[src/rtl/xif_result_fifo_if.sv]
// Handshake bundle between the posit coprocessor writeback, the commit channel and the
// core's CV-X-IF result channel, as seen by the result buffer.
interface xif_result_fifo_if #(
  parameter int DEPTH      = 4,
  parameter int X_ID_WIDTH = 4,
  parameter int XLEN       = 32
);
  localparam int CNT_W = $clog2(DEPTH) + 1;

  logic                  in_valid_i;
  logic                  in_ready_o;
  logic [X_ID_WIDTH-1:0] in_id_i;
  logic [XLEN-1:0]       in_data_i;
  logic [4:0]            in_rd_i;
  logic                  in_we_i;
  logic                  in_exc_i;

  logic                  commit_valid_i;
  logic [X_ID_WIDTH-1:0] commit_id_i;
  logic                  commit_kill_i;

  logic                  result_valid_o;
  logic                  result_ready_i;
  logic [X_ID_WIDTH-1:0] result_id_o;
  logic [XLEN-1:0]       result_data_o;
  logic [4:0]            result_rd_o;
  logic                  result_we_o;
  logic                  result_exc_o;

  logic [CNT_W-1:0]      count_o;

  // Buffer side.
  modport slave (
    input  in_valid_i, in_id_i, in_data_i, in_rd_i, in_we_i, in_exc_i,
    input  commit_valid_i, commit_id_i, commit_kill_i,
    input  result_ready_i,
    output in_ready_o,
    output result_valid_o, result_id_o, result_data_o, result_rd_o, result_we_o, result_exc_o,
    output count_o
  );

  // Coprocessor / core side.
  modport master (
    output in_valid_i, in_id_i, in_data_i, in_rd_i, in_we_i, in_exc_i,
    output commit_valid_i, commit_id_i, commit_kill_i,
    output result_ready_i,
    input  in_ready_o,
    input  result_valid_o, result_id_o, result_data_o, result_rd_o, result_we_o, result_exc_o,
    input  count_o
  );
endinterface

[src/rtl/xif_result_fifo.sv]
// In-order result buffer between the posit coprocessor and the CV-X-IF result channel.
// Killed entries stay in place and are skipped silently when they reach the head.
module xif_result_fifo #(
  parameter int DEPTH      = 4,
  parameter int X_ID_WIDTH = 4,
  parameter int XLEN       = 32
) (
  input  logic               clk_i,
  input  logic               rst_ni,
  xif_result_fifo_if.slave   bus
);
  localparam int AW = $clog2(DEPTH);
  localparam int PW = AW + 1;

  typedef struct packed {
    logic [X_ID_WIDTH-1:0] id;
    logic [XLEN-1:0]       data;
    logic [4:0]            rd;
    logic                  we;
    logic                  exc;
  } payload_t;

  payload_t         mem [DEPTH];
  logic [DEPTH-1:0] occ;
  logic [DEPTH-1:0] live;
  logic [PW-1:0]    rd_ptr;
  logic [PW-1:0]    wr_ptr;

  logic [AW-1:0] rd_idx;
  logic [AW-1:0] wr_idx;
  logic          full;
  logic          head_occ;
  logic          head_live;
  logic          kill;
  logic          push;
  logic          push_killed;
  logic          pop;
  logic          skip;
  logic          advance;
  payload_t      in_payload;
  payload_t      head;

  assign rd_idx    = rd_ptr[AW-1:0];
  assign wr_idx    = wr_ptr[AW-1:0];
  // Same slot index but opposite wrap bit means the writer has lapped the reader.
  assign full      = (rd_ptr[AW] != wr_ptr[AW]) && (rd_idx == wr_idx);
  assign head_occ  = occ[rd_idx];
  assign head_live = live[rd_idx];
  assign head      = mem[rd_idx];

  assign kill        = bus.commit_valid_i && bus.commit_kill_i;
  assign push        = bus.in_valid_i && !full;
  assign push_killed = kill && (bus.in_id_i == bus.commit_id_i);
  assign pop         = bus.result_valid_o && bus.result_ready_i;
  assign skip        = head_occ && !head_live;
  assign advance     = pop || skip;

  assign in_payload = '{id:   bus.in_id_i,
                        data: bus.in_data_i,
                        rd:   bus.in_rd_i,
                        we:   bus.in_we_i,
                        exc:  bus.in_exc_i};

  assign bus.in_ready_o     = !full;
  assign bus.result_valid_o = head_occ && head_live;
  assign bus.result_id_o    = head.id;
  assign bus.result_data_o  = head.data;
  assign bus.result_rd_o    = head.rd;
  assign bus.result_we_o    = head.we;
  assign bus.result_exc_o   = head.exc;
  assign bus.count_o        = wr_ptr - rd_ptr;

  // NOTE: sequential state is only ever assigned with <= so every slot sees pre-edge values.
  always_ff @(posedge clk_i or negedge rst_ni) begin
    if (!rst_ni) begin
      rd_ptr <= '0;
      wr_ptr <= '0;
      occ    <= '0;
      live   <= '0;
      // NOTE: the payload array is reset as well so the head outputs read 0, not X, after reset.
      for (int i = 0; i < DEPTH; i++) mem[i] <= '0;
    end else begin
      for (int i = 0; i < DEPTH; i++) begin
        if (kill && occ[i] && (mem[i].id == bus.commit_id_i)) live[i] <= 1'b0;
        // Retiring the head overrides a same-cycle kill, so a popped result is still delivered.
        if (advance && (AW'(i) == rd_idx)) begin
          occ[i]  <= 1'b0;
          live[i] <= 1'b0;
        end
        // Push never targets the head being retired: that needs an empty or a full buffer.
        if (push && (AW'(i) == wr_idx)) begin
          occ[i]  <= 1'b1;
          live[i] <= !push_killed;
          mem[i]  <= in_payload;
        end
      end
      if (advance) rd_ptr <= rd_ptr + PW'(1);
      if (push)    wr_ptr <= wr_ptr + PW'(1);
    end
  end
endmodule

[src/flat_wrapper.sv]
// flat-port wrapper written by rule: the top's interface ports become plain ports
module xif_result_fifo_flat 
#(
  parameter int DEPTH      = 4,
  parameter int X_ID_WIDTH = 4,
  parameter int XLEN       = 32
)
  (clk_i, rst_ni, bus_in_valid_i, bus_in_id_i, bus_in_data_i, bus_in_rd_i, bus_in_we_i, bus_in_exc_i, bus_commit_valid_i, bus_commit_id_i, bus_commit_kill_i, bus_result_ready_i, bus_in_ready_o, bus_result_valid_o, bus_result_id_o, bus_result_data_o, bus_result_rd_o, bus_result_we_o, bus_result_exc_o, bus_count_o);
  xif_result_fifo_if #(.DEPTH(DEPTH), .X_ID_WIDTH(X_ID_WIDTH), .XLEN(XLEN)) bus_i ();
  input  logic clk_i;
  input  logic rst_ni;
  input wire logic [$bits(bus_i.in_valid_i)-1:0] bus_in_valid_i;
  input wire logic [$bits(bus_i.in_id_i)-1:0] bus_in_id_i;
  input wire logic [$bits(bus_i.in_data_i)-1:0] bus_in_data_i;
  input wire logic [$bits(bus_i.in_rd_i)-1:0] bus_in_rd_i;
  input wire logic [$bits(bus_i.in_we_i)-1:0] bus_in_we_i;
  input wire logic [$bits(bus_i.in_exc_i)-1:0] bus_in_exc_i;
  input wire logic [$bits(bus_i.commit_valid_i)-1:0] bus_commit_valid_i;
  input wire logic [$bits(bus_i.commit_id_i)-1:0] bus_commit_id_i;
  input wire logic [$bits(bus_i.commit_kill_i)-1:0] bus_commit_kill_i;
  input wire logic [$bits(bus_i.result_ready_i)-1:0] bus_result_ready_i;
  output wire logic [$bits(bus_i.in_ready_o)-1:0] bus_in_ready_o;
  output wire logic [$bits(bus_i.result_valid_o)-1:0] bus_result_valid_o;
  output wire logic [$bits(bus_i.result_id_o)-1:0] bus_result_id_o;
  output wire logic [$bits(bus_i.result_data_o)-1:0] bus_result_data_o;
  output wire logic [$bits(bus_i.result_rd_o)-1:0] bus_result_rd_o;
  output wire logic [$bits(bus_i.result_we_o)-1:0] bus_result_we_o;
  output wire logic [$bits(bus_i.result_exc_o)-1:0] bus_result_exc_o;
  output wire logic [$bits(bus_i.count_o)-1:0] bus_count_o;
  assign bus_i.in_valid_i = bus_in_valid_i;
  assign bus_i.in_id_i = bus_in_id_i;
  assign bus_i.in_data_i = bus_in_data_i;
  assign bus_i.in_rd_i = bus_in_rd_i;
  assign bus_i.in_we_i = bus_in_we_i;
  assign bus_i.in_exc_i = bus_in_exc_i;
  assign bus_i.commit_valid_i = bus_commit_valid_i;
  assign bus_i.commit_id_i = bus_commit_id_i;
  assign bus_i.commit_kill_i = bus_commit_kill_i;
  assign bus_i.result_ready_i = bus_result_ready_i;
  assign bus_in_ready_o = bus_i.in_ready_o;
  assign bus_result_valid_o = bus_i.result_valid_o;
  assign bus_result_id_o = bus_i.result_id_o;
  assign bus_result_data_o = bus_i.result_data_o;
  assign bus_result_rd_o = bus_i.result_rd_o;
  assign bus_result_we_o = bus_i.result_we_o;
  assign bus_result_exc_o = bus_i.result_exc_o;
  assign bus_count_o = bus_i.count_o;
  xif_result_fifo #(.DEPTH(DEPTH), .X_ID_WIDTH(X_ID_WIDTH), .XLEN(XLEN)) u_core (.clk_i(clk_i), .rst_ni(rst_ni), .bus(bus_i));
endmodule
[config.mk]
export PLATFORM = sky130hd
export DESIGN_NAME = xif_result_fifo_flat
export DESIGN_NICKNAME = d
export VERILOG_FILES = /design/src/rtl/xif_result_fifo_if.sv /design/src/rtl/xif_result_fifo.sv /design/src/flat_wrapper.sv
export SDC_FILE = /design/constraint.sdc
export NUM_CORES = 1
export LEC_CHECK = 0
export CAP_MARGIN = 20
export CORE_ASPECT_RATIO = 0.6
export CORE_UTILIZATION = 55
export CTS_CLUSTER_DIAMETER = 100
export DETAILED_ROUTE_END_ITERATION = 7
export PLACE_DENSITY_LB_ADDON = 0.1
export SLEW_MARGIN = 5
export SYNTH_ARGS = -nofsm -noshare
export SYNTH_HDL_FRONTEND = slang
export SYNTH_SLANG_ARGS = --single-unit
[constraint.sdc]
create_clock -name clk_i -period 2.39 [get_ports clk_i]
set_input_delay 0.5975 -clock clk_i [delete_from_list [all_inputs] [get_ports clk_i]]
set_output_delay 0.5975 -clock clk_i [all_outputs]
set_load 0.01 [all_outputs]
# [After elaboration in Yosys (flattened, before gate mapping)]
# Cells that the tools add are included.
# Widths: inputs -> output; s select.
[totals] reg_bits=186 out_inout_bits=48 word_cells=113 input_bits=53
[op_classes] n_reduce_logical=37 muxes=27 n_lt_le_gt_ge=2 n_bitwise=1 add_sub_neg=3 n_eq_ne=13
[ops] cell="$bmux 43 s2" n=1
[ops] cell="$mux 43" n=2
[ops] cell="$logic_and 1x1->1" n=23
[ops] cell="$mux 1" n=22
[ops] cell="$eq 4x4->1" n=5
[ops] cell="$reduce_bool 3->1" n=4
[ops] cell="$eq 2x2->1 const A" n=4
[ops] cell="$reduce_bool 2->1" n=4
[ops] cell="$add 3x1->3 const B" n=2
[ops] cell="$bmux 1 s2" n=2
[ops] cell="$eq 1x2->1 const A" n=2
[ops] cell="$logic_not 2->1" n=2
[ops] cell="$ge 3x3->1 const B" n=1
[ops] cell="$logic_not 1->1" n=3
[ops] cell="$lt 2x3->1 const B" n=1
[ops] cell="$not 2->3" n=1
[ops] cell="$sub 3x3->3" n=1
[ops] cell="$eq 2x2->1" n=1
[ops] cell="$logic_or 1x1->1" n=1
[ops] cell="$ne 1x1->1" n=1

# [Longest topological paths before layout]
# Gate-level depths: netlist (run 1).
[logic_depth] ltp_word=8 ltp_mapped=8 ltp_nobuf=6

# [Worst setup path before layout (run 1)]
# OpenSTA, ideal clock, no wires.
[synth_timing] kind="register to output" start="reg u_core.rd_ptr[0]" end="out bus_result_data_o[0]" required_ns=1.793 path_slack_ns=0.211 path_buffers=3 stages_incl_launch_ff=5 t_arrival_ns=1.582 cell_sequence="dfrtp_1 > clkbuf_2 > buf_4 > buf_2 > mux4_2"
[synth_via] elab_chain_cells=4
[synth_lines] element="start: declaration" line_no="xif_result_fifo.sv:26" source="logic [PW-1:0] rd_ptr;"
[synth_lines] element="start signal: assignment" line_no="xif_result_fifo.sv:97" source="if (advance) rd_ptr <= rd_ptr + PW'(1);"
[synth_lines] element="$not 2->3 (not written as such)" line_no="xif_result_fifo.sv:49" source="assign head = mem[rd_idx];"
[synth_lines] element="$bmux 43 s2" line_no="xif_result_fifo.sv:49"
[synth_lines] element="$mux 43 (not written as such) (2 in series)" line_no="xif_result_fifo.sv:49"
[synth_lines] element="end: declaration" line_no="flat_wrapper.sv:25" source="output wire logic [$bits(bus_i.result_data_o)-1:0] bus_result_data_o;"
# No other way between the ends. The select of a mux whose other input is x is not followed.

# [Worst setup path after layout (run 1)]
[layout_timing] start="reg u_core.rd_ptr[0]" end="out bus_result_data_o[20]"
# The elaborated chain is that of the path after synthesis.

==> impl_results.md, run 1 <==
* Reg-to-Reg Start: u_core.rd_ptr[0]
* Ordered list of cells on the worst path: buf_8 > clkbuf_16 > buf_8 > mux4_2 > buf_6
* Die area at 16100 um^2
* CP Capture Type: output port
* Total CTS buffers at 17
* Relative slew slack at 67.9%
* Vias in the first global route at 5451
* Clk sinks at between 150 and 200
* Netlist cell types at 31
* Core area at 14800 um^2
* Startpoint class of the critical path: flop
* Reg2Reg Setup Slack at 0.23 ns
* Die Span X at 163 um
* Util after Layout at 73.1%
* Crit share post-route at 106%
* Post-route ant nets at 0
* Most frequent CP cell: buf_8
* Final Worst Setup Slack at -0.152 ns
* First-pass GRT wire length at approximately 30 mm
* Hold_ws at 0.0648 ns
* Worst IR Drop VDD at 0.884 mV
* Crit-path max FO at 5
* Max Slew Vio Count at 0
* Post-Synth Simple-Gate Area at 0.932%
* Reg-to-reg endpoint: u_core.rd_ptr[2]
* Main combinational cell family by area after synthesis: multiplexers
* # DRC at 0
* Total track usage at about 25%
* DRC marker count from the first detailed-route iteration at about 240
* Critical path class: flop to output port
* Synth Area in XOR/XNOR at 2.87%
* H-tree level count at 4
* DP Area at between 9000 and 10000 um^2
* CP startpoint: u_core.rd_ptr[0]
* Worst path required time at roughly 1.8 ns
* Reg2Reg Depth at 6
* IO Port Bufs at 100
* Gpl congestion at ~0.83
* Layout cells sized above 1 at around half
* CTS tree: done
* Worst Setup EP: bus_result_data_o[20]
* # IOs at 101
* Average cell area after synthesis at between 15 and 20 um^2
* Mux cell area share after synthesis at between 30% and 40%
* Compound-cell area share of the yosys netlist at 2.39%
* Clock Path Buffers at 2
* Worst Max-Slew Pin Slew at roughly 0.48 ns
* LEAKAGE at between 4 and 5 nW
* Antenna diodes at 0
* Core Rows at 34
* Fin area at ~11000 um^2
* Most frequent cells in the layout: dfrtp_1, mux2_2, clkdlybuf4s50_1, mux4_2, buf_6
* Min Tclk post-route at roughly 2.5 ns
* Syn_nets at 590
* Max Freq at between 0.3 and 0.4 GHz
* Clock latency on the worst-skew pair at 0.42 ns
* Power Dens Cells at between 1500 and 2000 nW/um^2
* Clk slew on worst S/H paths at around 0.08 ns
* Number of max-cap violations at 0
* Critical Path Slowest Stage Cell: dfrtp_4
* RSZ-0062 raised after global routing: true
* Adder-cell area share of the yosys netlist at roughly 1.7%
* Post-DP HPWL at roughly 12 mm
* Synthesized cell area at between 8000 and 9000 um^2
* Leading cell type in the layout, fill and taps excluded: dfrtp_1
* Filler Cell Count at 924
* Synth Register Bits at 186
* WL/cell at roughly 21 um
* Nets at roughly 700
* Pre-antenna DRT Iters at 5
* Critical path's largest stage delay at between 0.5 and 0.6 ns
* Synthesized instance count at 526
* Failing checks: negative setup slack
* Chip Height at slightly below 100 um
* Remaining Overflow, GRT at 0
* Count of final hold-check violations at 0
* Area Growth Syn to Fin at 26.3%
* Hold Path Class: primary input to async pin
* Outcome: complete, but fails checks
* Vias after detailed routing at roughly 5000
* Largest net degree at the start of global routing at 74
* DP Worst Slack at -0.0355 ns
* Final WL at 18.3 mm
* Initial antenna violation count at 1
* Worst clock skew at approximately 0.011 ns
* Setup-failing EPs final at ~40
* Arr. time, crit path at about 1.9 ns
* Post-synthesis sequential area ratio at ~54%
* Warning count from the yosys run at 0
* Initial Utilization at around 58%
* Clk root buf: clkbuf_16
* Vias per inst at 5.79
## routing by layer
layer,up-vias,wire (um),global-route usage [%]
li1,2213,-,-
met1,2689,8650,35.5
met3,12,939,6.44
met5,-,0,0
met4,0,144,5.46
met2,110,8570,37.6
## cells by family (layout without fill, tap and decap cells)
kind of cell	Yosys count	count (layout)
AOI/OAI and AO/OA	23	23
xor gates and xnor gates	26	26
adders and majority gates	11	11
buffers and inverters	43	186
DFF	186	186
muxes	222	222
and+or+nand+nor	15	15
## stage by stage
step	cells	TNS, ns	total power, mW
after floorplan	526	0	10.6
after CTS	866	-3.01	17.0
after detailed placement	817	-0.0364	14.0
after global placement	817	-0.0599	13.6
final	867	-2.75	17.3
after global routing	867	-4.94	18.3
## synth_stat cells (all sizes together)
master | number | share of area, %
nand2 | 3 | 0.13
mux2 | 176 | 23
o21ai | 4 | 0.23
inv | 10 | 0.44
a21boi | 4 | 0.35
mux4 | 43 | 11
nand3b | 1 | 0.087
mux2i | 3 | 0.35
dfrtp | 186 | 54
nor4 | 1 | 0.073
nand4 | 3 | 0.22
o31ai | 1 | 0.087
nand3 | 6 | 0.35
fa | 1 | 0.23
o211ai | 9 | 1.3
o22ai | 4 | 0.29
ha | 10 | 1.5
buf | 23 | 2.3
or2 | 1 | 0.073
xor2 | 5 | 0.51
clkbuf | 10 | 0.45
o311ai | 1 | 0.10
xnor2 | 21 | 2.4
## critical path: cells and delay by family (launching register included)
family / cells / cell delay, ns
multiplexers: 1 / 0.43
buffers and inverters: 4 / 0.58
flip-flops: 1 / 0.51
## worst min-delay path by stage
| stage | startpoint | end |
|---|---|---|
| final | rst_ni | u_core.mem[45] |
| after global routing | rst_ni | u_core.mem[45] |
| after CTS | rst_ni | u_core.mem[45] |
| after detailed placement | u_core.mem[71] | u_core.mem[71] |
| after global placement | u_core.mem[71] | u_core.mem[71] |
| after floorplan | rst_ni | u_core.live[0] |
## sequential cells by signal, summed over array words and instances, names as in the netlist
signal         count
u_core.rd_ptr      3
u_core.occ         4
u_core.live        4
u_core.mem       172
u_core.wr_ptr      3
## final cells by class
type	count	area (um^2)	area share (%)
flip-flops and latches	186	4660	42.9
multi-input cells	297	3690	34.0
repair buffers	144	1630	15.0
clock buffers	19	453	4.17
well taps	198	248	2.28
clock inverters	13	130	1.20
inverters	10	37.5	0.346
## power breakdown
group,switching [mW],internal [mW]
Sequential,0.941,4.80
Clock,1.31,1.44
Combinational,3.45,5.36
## what timing repair did
action,in CTS,in global routing
hold buffers,0,0
pin swaps,0,2
cloned,1,1
hold endpoints to repair,0,0
endpoints found under the setup margin,48,47
gates resized for setup,232,25
buffers inserted,16,1
No activity file was read; power rests on OpenSTA's default activity.
==> inputs of run 2 (changes only) <==
--- a/config.mk
+++ b/config.mk
@@ -5,10 +5,11 @@
 export SDC_FILE = /design/constraint.sdc
 export NUM_CORES = 1
 export LEC_CHECK = 0
+export ABC_AREA = 0
 export CAP_MARGIN = 20
 export CORE_ASPECT_RATIO = 0.6
 export CORE_UTILIZATION = 55
-export CTS_CLUSTER_DIAMETER = 100
+export CTS_CLUSTER_DIAMETER = 60
 export DETAILED_ROUTE_END_ITERATION = 7
 export PLACE_DENSITY_LB_ADDON = 0.1
 export SLEW_MARGIN = 5
==> results of run 2 <==
No change in the layout: final DEF, timing and power equal those of run 1.
